$ cat config.mk
export PLATFORM = sky130hd
export DESIGN_NAME = shift_rr_scheduler
export DESIGN_NICKNAME = d
export VERILOG_FILES = /design/src/rtl/shift_rr_scheduler.sv
export SDC_FILE = /design/constraint.sdc
export NUM_CORES = 1
export LEC_CHECK = 0
export BUFFER_PORTS_ARGS = -buffer_cell sky130_fd_sc_hd__buf_4
export CAP_MARGIN = 20
export CORE_ASPECT_RATIO = 1.1
export CORE_MARGIN = 10
export CORE_UTILIZATION = 29
export DETAILED_ROUTE_END_ITERATION = 10
export GPL_ROUTABILITY_DRIVEN = 0
export PLACE_DENSITY = 0.64
export SETUP_SLACK_MARGIN = 0.2
export SKIP_CTS_REPAIR_TIMING = 1
export SYNTH_ARGS = -nofsm -noshare
export SYNTH_HDL_FRONTEND = slang
export SYNTH_SLANG_ARGS = --single-unit
$ cat constraint.sdc
create_clock -name clk -period 2.05 [get_ports clk]
set_input_delay 0.1025 -clock clk [delete_from_list [all_inputs] [get_ports clk]]
set_output_delay 0.1025 -clock clk [all_outputs]
set_load 0.1 [all_outputs]
$ cat src/rtl/shift_rr_scheduler.sv
// shift_rr_scheduler
//   One shared left-shift unit (result = x << sel, sel 0..3) serving NREQ
//   requesters. A rotating-priority arbiter picks one valid requester per
//   cycle whenever the single-entry output buffer can take a new result.
//   Results appear one cycle after acceptance, tagged with the requester id.
module shift_rr_scheduler #(
  parameter int  WIDTH = 8,
  parameter int  NREQ  = 4,
  localparam int IDW   = $clog2(NREQ)
) (
  input  logic                  clk,
  input  logic                  rst_n,
  input  logic [NREQ-1:0]       req_valid,
  output logic [NREQ-1:0]       req_ready,
  input  logic [NREQ*WIDTH-1:0] req_x,
  input  logic [NREQ*2-1:0]     req_sel,
  output logic                  out_valid,
  input  logic                  out_ready,
  output logic [WIDTH-1:0]      out_data,
  output logic [IDW-1:0]        out_id,
  output logic [15:0]           done_cnt
);

  // Output buffer states
  localparam logic [0:0] EMPTY = 1'b0;
  localparam logic [0:0] FULL  = 1'b1;

  logic [0:0]       state_reg;
  logic [WIDTH-1:0] data_reg;
  logic [IDW-1:0]   id_reg;
  logic [IDW-1:0]   ptr_reg;
  logic [15:0]      done_cnt_reg;

  logic [WIDTH-1:0] x_arr   [NREQ];
  logic [1:0]       sel_arr [NREQ];

  logic             can_accept;
  logic             grant_any;
  logic             req_xfer;
  logic             out_xfer;
  logic [IDW-1:0]   grant_idx;
  logic [IDW-1:0]   cand_idx;
  logic [IDW-1:0]   ptr_next;
  logic [WIDTH-1:0] grant_x;
  logic [1:0]       grant_sel;
  logic [WIDTH-1:0] shift_result;

  assign out_valid  = (state_reg == FULL);
  assign out_data   = data_reg;
  assign out_id     = id_reg;
  assign done_cnt   = done_cnt_reg;

  assign can_accept = !out_valid | out_ready;
  assign req_xfer   = can_accept & grant_any;
  assign out_xfer   = out_valid & out_ready;

  // Unpack the flat operand buses and drive the one-hot accept strobes.
  // req_ready is forced low while reset is asserted, independent of the clock.
  generate
    for (genvar gi = 0; gi < NREQ; gi++) begin : g_req
      assign x_arr[gi]     = req_x[gi*WIDTH +: WIDTH];
      assign sel_arr[gi]   = req_sel[gi*2 +: 2];
      assign req_ready[gi] = rst_n & req_xfer & (grant_idx == IDW'(gi));
    end
  endgenerate

  // Rotating-priority search: first valid requester starting at ptr_reg.
  // Only req_valid feeds this, so req_x/req_sel never reach req_ready.
  always_comb begin
    grant_any = 1'b0;
    grant_idx = ptr_reg;
    cand_idx  = '0;
    for (int k = 0; k < NREQ; k++) begin
      cand_idx = IDW'((int'(ptr_reg) + k) % NREQ);
      if (!grant_any && req_valid[cand_idx]) begin
        grant_any = 1'b1;
        grant_idx = cand_idx;
      end
    end
  end

  assign grant_x   = x_arr[grant_idx];
  assign grant_sel = sel_arr[grant_idx];
  assign ptr_next  = (grant_idx == IDW'(NREQ - 1)) ? '0 : grant_idx + IDW'(1);

  // Shared shifter: case-selected shift amount, vacated LSBs filled with 0
  always_comb begin
    shift_result = grant_x;
    case (grant_sel)
      2'd0:    shift_result = grant_x;
      2'd1:    shift_result = grant_x << 1;
      2'd2:    shift_result = grant_x << 2;
      default: shift_result = grant_x << 3;
    endcase
  end

  // Buffer FSM: load on request transfer (also while draining), empty on a
  // bare output transfer, hold everything under backpressure.
  always_ff @(posedge clk or negedge rst_n) begin
    if (!rst_n) begin
      state_reg <= EMPTY;
      data_reg  <= '0;
      id_reg    <= '0;
      ptr_reg   <= '0;
    end else begin
      if (req_xfer) begin
        state_reg <= FULL;
        data_reg  <= shift_result;
        id_reg    <= grant_idx;
        ptr_reg   <= ptr_next;
      end else if (out_xfer) begin
        state_reg <= EMPTY;
      end
    end
  end

  // Completed-output counter, wraps naturally at 16 bits
  always_ff @(posedge clk or negedge rst_n) begin
    if (!rst_n) begin
      done_cnt_reg <= '0;
    end else if (out_xfer) begin
      done_cnt_reg <= done_cnt_reg + 16'd1;
    end
  end

endmodule
Word level (Yosys, flattened, before mapping)
Cells that the tools add are included.

storage, ports and cells
  register bits after elaboration = 29
  latch bits = 0
  bits in writable memories = 0
  bits in read-only memories = 0
  input bits = 47
  word-level logic and storage cells = 64
  memories = 0

operators by class
  add/sub/neg operators = 5
  multiply operators = 0
  div/mod/pow operators = 0
  $lt $le $gt $ge = 5
  equality and inequality tests = 5
  shift-type cells = 0
  muxes and demuxes = 25
  bitwise logic cells = 9
  reduce and logical (&&, ||, !) cells = 10

operators with widths
  kind                                                                   count
  8-bit case mux with 3 select lines                                     1
  16-bit by 1-bit adder with 16-bit output (second input constant)       1
  8-bit binary-select mux with 2-bit select                              1
  8-bit 2-to-1 mux                                                       2
  2-bit by 3-bit < comparator with 1-bit output (second input constant)  4
  2-bit 2-to-1 mux                                                       6
  1-bit 2-to-1 mux                                                       10
  1-bit binary-select mux with 2-bit select                              4
  1-bit bitwise AND                                                      7
  2-bit == test (second input constant)                                  3
  2-bit by 1-bit adder with 2-bit output (second input constant)         2
  2-bit adder (second input constant)                                    2
  2-bit binary-select mux with 2-bit select                              1
  2-bit by 1-bit == test with 1-bit output (second input constant)       2
  1-bit zero test                                                        4
  2-bit zero test                                                        2
  3-bit greater-or-equal comparator (second input constant)              1
  1-bit logical AND                                                      3
  2-bit NOT with 3-bit output                                            1
  2-bit nonzero test                                                     1
  1-bit OR                                                               1

Longest topological paths before layout
  depth after elaboration = 18
  gate-level depth with buffers = 11

Least setup slack after synthesis
Ideal clock, no wire load.

  path type = register to output
  start = register ptr_reg[1]
  end = output req_ready[0]
  arrival = 2.243 ns
  setup slack = -0.296 ns
  stages on the path, launching flop included = 9
  buffers on the path = 2
  cells stage by stage = dfrtp_1 nor3_1 a2111oi_2 or2_4 inv_2 buf_6 buf_2 ha_1 and3_1

on the way
  longest elaborated chain between the ends = 15
  elaborated cells between the ends (all ways) = 28

RTL lines
  what                                                                             RTL line  RTL
  start, declared                                                                  31        logic [IDW-1:0] ptr_reg;
  start signal, assigned                                                           110       ptr_reg <= ptr_next;
  branches (longest 14 deep; another with 2-bit by 1-bit adder with 2-bit output)  --
  1-bit bitwise AND *                                                              63        assign req_ready[gi] = rst_n & req_xfer & (grant_idx == IDW'(gi));
  end, declared                                                                    14        output logic [NREQ-1:0] req_ready,

Every way passes the cells marked *. The select of a mux whose other input is x is not followed.

Worst setup path in the final report
  start = register ptr_reg[1]
  end = register data_reg[6] (netlist: out_data[6])

on the way
  longest elaborated chain between the ends = 18
  elaborated cells between the ends (all ways) = 36

RTL lines
  what                                                                             RTL line  RTL
  branches (longest 18 deep; another with 2-bit by 1-bit adder with 2-bit output)  --
  end signal, assigned                                                             108       data_reg <= shift_result;
  end, declared                                                                    29        logic [WIDTH-1:0] data_reg;

Parallel ways; which one is timed is not known. The select of a mux whose other input is x is not followed.
A chain may end at the register's enable or synchronous reset.

==> impl_results.md <==
* DP Wirelength at between 4000 and 5000 um
* Final instance area at 2880 sq um
* Register Area at 743 sq um
* Worst hold stages at 3
* Total power draw at 4.36 mW
* CTS tree: built
* Top Ports at 78
* Worst Skew at 4.98 ps
* Crit path max fanout at 6
* Clock root cell: clkbuf_8
* Setup CP Type: register to register
* FF-to-FF setup slack at -130 ps
* Drc violations at 0
* Post-Syn Instances at 191
* XOR/XNOR Fraction of Synth Area at 0.0743
* Yosys reg bits at 29
* CTS Buf Count at 5
* Worst path required time at around 2200 ps
* Vias at about 1800
* Yosys cell types at 36
* Area contributors post-synth: dfrtp_1, nand2_1, xnor2_1
* Via/cell ratio at 4.85
* Iter 0 DRT Violations at 133
* H-tree depth at 2
* Final worst slack at -126 ps
* Tcrit/Tclk final at 1.06
* Setup TNS at -947 ps
* First-pass iteration count of the detailed router at 4
* Clk_lat worst skew at roughly 270 ps
* Outcome: complete, but fails checks
* Die Ht at 102 um
* Violated checks: negative setup slack
* Largest net degree at the start of global routing at 26
* Post-route ant nets at 0
* Area leader, netlist: dfrtp_1
* Slew HR at 0.681
* Placed insts at 354
* Worst setup SP type: register
* # setup viols final at 11
* R2R depth at 9
* FP Rows at 29
* Synthesized Nets at 243
* Number of synthesized flops with an enable pin at 0
* Adder and majority gate portion of the synthesized area at 0.0354
* Synthesis warning total at 0
* CTS sink cnt at 29
* Maximum vdd drop at 1000 uV
* RSZ-0062 raised after global routing: yes
* Max_cap viols at 0
* Critical Path AT at around 2300 ps
* Largest family of logic cells by synthesized area: simple AND/OR/NAND/NOR gates
* Post-synth top flop: dfrtp_1
* Sequential fraction of the synthesis area at 0.410
* Complex-gate fraction of the synthesized area at 0.163
* Syn avg cell area at 9.26 sq um
* Yosys top cell area share at 0.410
* Synth Area in Simple Gates at 0.190
* Synth cell count leaders: nand2_1, dfrtp_1, xnor2_1
* CP Capture Type: register
* Dpl cell area at 2590 sq um
* Initial core utilization at 0.303
* Initial antenna violation count at 0
* Final Hold Fails at 0
* Worst hold path startpoint: req_valid[2]
* Die Wd at 94.5 um
* Filler Cell Count at 571
* Hold path endpoint: out_valid
* Least-Margin Pin Slew at 474 ps
* Multiplexer share of the synthesized area at 0.0750
* Area growth syn-to-layout at 62.9%
* Die area at 9630 sq um
* Final wirelength at 5670 um
* CTS max path bufs at 2
* Cell Count, Final, Fillers Out at around 370
* Core area at 5840 sq um
* Final min period at 2180 ps
* LEAKAGE at 1.39 nW
* Post-synth ARST share at 1.00
* R2R Path End: out_data[6]
* Antenna cells at 0
* Max-slew violations at 0
* Max reg flops at 16
* Worst-path clk slew at 60 ps
* Final-stage net count at 342
* Most numerous cell in the Yosys netlist: nand2_1
* Number of global-route vias before repair at approximately 1800
* Cell Area, Synth at 1770 sq um
* Worst R2R Start: ptr_reg[1]
* First-pass GRT wire length at 8490 um
* Multi-input combinational cell area at ~1100 sq um
* Hold Crit Class: input pin to register
* PortBufs at 77
* Drt wl/cell at 15.4 um
* Total track usage at 0.108
* FMAX at between 400 and 500 MHz
* Fin Hold WS at between 100 and 150 ps
* PD cells at 1510 nW/um^2
* Total gr overflow at 0
* Layout cells sized above 1 at 0.512
-- per-stage QoR --
step / worst slack, ps / util
global route: -251 / 0.493
floorplan: -5.96 / -
global placement: -101 / 0.444
detailed placement: -234 / 0.444
CTS: -244 / 0.458
finish: -126 / 0.493
-- area by class of cell --
cell class                 count  share of cell area
inverter                      10              0.0130
clock buffer                   7              0.0265
clock inverter                 1             0.00174
tap                           77              0.0334
multi-input combinational    144               0.371
timing repair buffer         100               0.296
sequential                    29               0.258
-- logic make-up (layout without fill, tap and decap cells) --
logic type / Yosys count / count (layout)
DFF: 29 / 29
muxes: 13 / 13
and+or+nand+nor: 73 / 73
buffers and inverters: 18 / 118
xor gates and xnor gates: 15 / 15
adders and majority gates: 5 / 5
AOI/OAI and AO/OA: 38 / 38
-- worst max path at each step --
stage / start / endpoint / cells past startpoint
6_report: ptr_reg[1] / out_data[6] / 9
5_1_grt: ptr_reg[1] / out_data[7] / 10
4_1_cts: ptr_reg[1] / out_data[6] / 9
3_5_place_dp: ptr_reg[1] / out_data[6] / 9
3_3_place_gp: ptr_reg[1] / out_data[6] / 9
2_1_floorplan: ptr_reg[1] / out_data[5] / 11
-- layout by cell type, fill, tap and decap left out, drive strengths merged, types with 2 or more instances in the layout --
master,Yosys,final
o21ai,5,5
inv,10,10
a32o,9,9
nor4,2,2
a21o,2,2
nand4,4,4
nor2b,2,2
dfrtp,29,29
nor2,5,5
nand3,4,4
a222oi,5,5
buf,7,98
xnor2,13,13
xor2,2,2
a21oi,13,13
nor3,3,3
nand2,43,43
mux2i,11,11
mux2,2,2
clkbuf,1,8
ha,5,5
and3,5,5
-- report_power, final --
group          internal, mW  leakage [nW]  switching, mW  total, mW
Clock                 0.237        0.0422          0.203      0.441
Sequential            0.759         0.353          0.163      0.922
Combinational          1.04         0.994           1.95       3.00
Total                  2.04          1.39           2.32       4.36
-- critical path, cell delays in order (launching register included) --
cell and delay (ps):
dfrtp_1 420, and3b_1 190, a2111oi_2 210, or2_4 220, buf_6 130, mux2i_4 240
mux2_4 200, nor2_4 50, a222oi_1 320, inv_1 80
-- per-layer routing --
layer / vias to the layer above / global-route usage / wire, um
met1: 834 / 0.131 / 2450
li1: 881 / - / -
met5: - / 0 / 0
met3: 2 / 0.0521 / 551
met4: 0 / 0.0357 / 23
met2: 68 / 0.165 / 2640
(Power assumes the default switching activity.)
